<file path="src/rtl/axis_skid_buf.sv">
// rtl/axis_skid_buf.sv - two-entry registered skid buffer for a valid/ready stream
module axis_skid_buf #(
  parameter int W = 26
) (
  input  logic         aclk,
  input  logic         areset,
  input  logic [W-1:0] s_tdata,
  input  logic         s_tvalid,
  output logic         s_tready,
  output logic [W-1:0] m_tdata,
  output logic         m_tvalid,
  input  logic         m_tready
);

  logic [W-1:0] mem [2];
  logic         wr_ptr;
  logic         rd_ptr;
  logic [1:0]   count;
  logic         s_fire;
  logic         m_fire;

  // Ready depends only on occupancy, so upstream never sees a combinational path from m_tready.
  assign s_tready = (count != 2'd2) & ~areset;
  assign m_tvalid = (count != 2'd0);
  assign m_tdata  = mem[rd_ptr];
  assign s_fire   = s_tvalid & s_tready;
  assign m_fire   = m_tvalid & m_tready;

  // Pointer and occupancy tracking; the head entry is never overwritten while it is presented.
  always_ff @(posedge aclk) begin
    if (areset) begin
      wr_ptr <= 1'b0;
      rd_ptr <= 1'b0;
      count  <= 2'd0;
    end else begin
      if (s_fire) wr_ptr <= ~wr_ptr;
      if (m_fire) rd_ptr <= ~rd_ptr;
      count <= count + {1'b0, s_fire} - {1'b0, m_fire};
    end
  end

  // Payload storage carries no reset; validity comes from count alone.
  always_ff @(posedge aclk) begin
    if (s_fire) mem[wr_ptr] <= s_tdata;
  end

endmodule

</file>
<file path="config.mk">
export PLATFORM = sky130hd
export DESIGN_NAME = axis_skid_buf
export DESIGN_NICKNAME = d
export VERILOG_FILES = /design/src/rtl/axis_skid_buf.sv
export SDC_FILE = /design/constraint.sdc
export NUM_CORES = 1
export LEC_CHECK = 0
export BUFFER_PORTS_ARGS = -buffer_cell sky130_fd_sc_hd__buf_2
export CAP_MARGIN = 0
export CORE_UTILIZATION = 50
export CTS_BUF_LIST = sky130_fd_sc_hd__clkbuf_4
export CTS_CLUSTER_SIZE = 40
export DETAILED_ROUTE_END_ITERATION = 12
export PLACE_DENSITY_LB_ADDON = 0.1
export SLEW_MARGIN = 20
export SYNTH_ARGS = -nofsm -noshare
export SYNTH_HDL_FRONTEND = slang
export SYNTH_SLANG_ARGS = --single-unit
</file>
<file path="constraint.sdc">
create_clock -name aclk -period 3.29 [get_ports aclk]
set_input_delay 0.1645 -clock aclk [delete_from_list [all_inputs] [get_ports aclk]]
set_output_delay 0.1645 -clock aclk [all_outputs]
set_load 0.005 [all_outputs]
</file>
==> summary.txt <==
Logic synthesis
  – Synth Flop Type: edfxtp_1
  – Multiplexer share of the synthesized area: 16.53%
  – Top-count cell post-synth: edfxtp_1
  – Synth top area share: 70.15%
  – Post-synth EDFFs: 52
  – #FFs+latches synth: 57
  – Register area share after synthesis: 74.65%
  – Post-Synth XOR/XNOR Area: 0.7870%
  – Synth Area in Adders: 1.124%
  – Synth area leaders: edfxtp_1 70%, mux2_4 13%, dfxtp_1 4.5%
  – Synthesized area: 0.002226 mm2
  – Synth Net Count: 140
  – Mean post-synth cell area: 20.61 um2
  – Synth Area in Compound Gates: 0.7870%
  – Synth top cells by count: 52 x edfxtp_1, 20 x mux2_4, 6 x mux2_2
  – Area leader, netlist: edfxtp_1
  – Largest family of logic cells by synthesized area: multiplexers
  – Area share of and/or/nand/nor cells after synthesis: 3.485%
  – FFs w/ async S/R, synth: 0%
  – Distinct cells, synth: 21
  – Yosys warnings: 0
  – Gate Count Post-Synth: 108

Global route
  – Initial antenna violation count: 0
  – Global-route wire length before repair: 5747 um
  – Grt total ovfl: 0
  – GRT Util Overall: 17.75%
  – Vias in the first global route: 1308
  – Largest net degree at the start of global routing: 27

Clock network
  – CTS tree: built
  – Clock slew at reported path FFs: 0.09 ns
  – Postcts setup bufs: 0
  – CTS max path bufs: 2
  – Clock latency on the worst-skew pair: 0.36 ns
  – Post-CTS Hold Fix Bufs: 26
  – CTS sink cnt: 57
  – Post-cts resize count: 0
  – TritonCTS Buffers: 9
  – H-tree depth: 3
  – Root Buffer: clkbuf_4

Job
  – Max-Cap Viols: 0

Place
  – Port bufs: 57
  – Placer Congestion: 0.6192
  – Post-DP HPWL: 2323 um

Route
  – 1st-pass router iterations: 4
  – Met1 wire length: 1535 um
  – DRT iter0 DRCs: 51
  – Avg Vias per Cell: 4.844
  – Top Layer Used: met4
  – Drc violations: 0
  – WL per Instance: 14.72 um
  – Detailed Route WL: 3784 um
  – Final ANT Viol Nets: 0
  – Via Count: 1245
  – Met3 wire len: 182 um
  – Met2 routed WL: 2042 um

Power and ir drop
  – Combinational share of power: 25.7%
  – Leak: 0.001176 uW
  – Seq pwr share: 53.5%
  – Switch Pwr: 476.2 uW
  – Peak supply drop: 0.3689 mV
  – Internal power: 1338 uW
  – Part of the power in the clock network: 20.8%
  – Power Dens Cells: 623.1 mW/mm2
  – Sw Share: 26.25%
  – Tot Pwr: 1814 uW

STA
  – Slew @ Worst Pin: 0.8110 ns
  – RSZ-0062 raised after global routing: false
  – Max Slew Vio Count: 0
  – Final setup TNS: 0 ns
  – Final setup fails: 0
  – Fin. Hold Viols: 0
  – Minimum clock period: 1.946 ns
  – Max Clock Skew: 0.005138 ns
  – Worst Hold Slack: 0.08903 ns
  – Maximum achievable frequency: 513.9 MHz
  – Worst slew margin: 45.93%
  – Final period util: 59.14%

Layout
  – Ant diodes: 0
  – Area added between synthesis and finish: 30.80%
  – Fraction of layout cells with a size suffix above 1: 49.28%
  – Register area: 0.001663 mm2
  – Layout net count: 234
  – Fill count: 298
  – Area of the multi-input gates: 510.5 um2

Die
  – Die Y: 68.72 um
  – Die Span X: 68.72 um
  – Core area: 0.004144 mm2
  – Initial Util: 53.71%
  – FP Rows: 23
  – Die area: 0.004722 mm2
  – # IOs: 58

Critical path
  – Critical Setup Path Class: reg -> out
  – Worst Setup Start Kind: register
  – Reg2Reg Depth: 9
  – Reg2reg start: count[0]$_SDFF_PP0_
  – CP required: 3.13 ns
  – Critical path arrival: 1.78 ns
  – Crit end category: output port
  – Crit path max fanout: 26

Hold path
  – Worst hold start: areset
  – Hold depth: 2
  – Worst Hold Class: in -> reg

Outcome
  – Status: finished, final reports clean
-- sequential cells by signal, summed over array words and instances, names as in the netlist, named ones only --
signal and flops:
count 2, mem 52, rd_ptr 1, wr_ptr 1
-- final cells by class --
cell class                 instances  share of cell area (%)
sequential                        57                   57.11
timing repair buffer              86                   19.51
multi-input combinational         46                   17.53
clock buffer                      10                   2.578
tap                               50                   2.149
clock inverter                     6                  0.8595
inverter                           2                  0.2578
-- power groups by stage --
stage               Combinational, uW  Sequential [uW]  Clock, uW
floorplan                         388              919          0
global placement                  435              983          0
detailed placement                446              991          0
CTS                               473              974        390
global route                      515              985        416
finish                            466              971        377
-- layout by cell type, fill, tap and decap left out, drive strengths merged --
| master | n |
|---|---|
| nor2b | 2 |
| o21a | 1 |
| dlygate4sd3 | 26 |
| nor2 | 4 |
| clkbuf | 10 |
| nand2 | 2 |
| clkinv | 6 |
| a32o | 1 |
| and3 | 1 |
| nand2b | 1 |
| buf | 60 |
| dfxtp | 5 |
| ha | 2 |
| mux2 | 26 |
| xnor2 | 1 |
| xor2 | 1 |
| nor3 | 2 |
| or2 | 1 |
| and2 | 1 |
| edfxtp | 52 |
| inv | 2 |
-- per-layer routing --
metal	vias up	GRT usage, %
li1	607	-
met1	597	18.35
met2	39	32.35
met3	2	5.099
met4	0	9.184
met5	-	0
-- metrics by stage --
step | util (%) | instances | worst slack [ns] | cell area, um2
finish | 70.26 | 257 | 1.344 | 2912
global route | 70.26 | 257 | 1.243 | 2912
floorplan | - | 108 | 0.5245 | 2226
global placement | 61.56 | 215 | 1.678 | 2551
CTS | 70.26 | 257 | 1.305 | 2912
detailed placement | 61.56 | 215 | 1.548 | 2551
-- cells by family after synthesis --
kind of cell               count (synthesis)
adders and majority gates                  2
and+or+nand+nor                           14
buffers and inverters                      5
DFF                                       57
AOI/OAI and AO/OA                          2
muxes                                     26
xor gates and xnor gates                   2
-- worst max-delay path, cell delays in order, from the launching register on --
cell and delay, ns:
dfxtp_2 0.87, mux2_2 0.42, buf_2 0.13
-- final timing paths --
check             slack (ns)                   to
hold / removal          0.09             register
hold reg to reg         0.54             register
setup reg to reg        1.54  count[1]$_SDFF_PP0_
setup / recovery        1.34           m_tdata[0]
No activity file was read; power rests on OpenSTA's default activity.
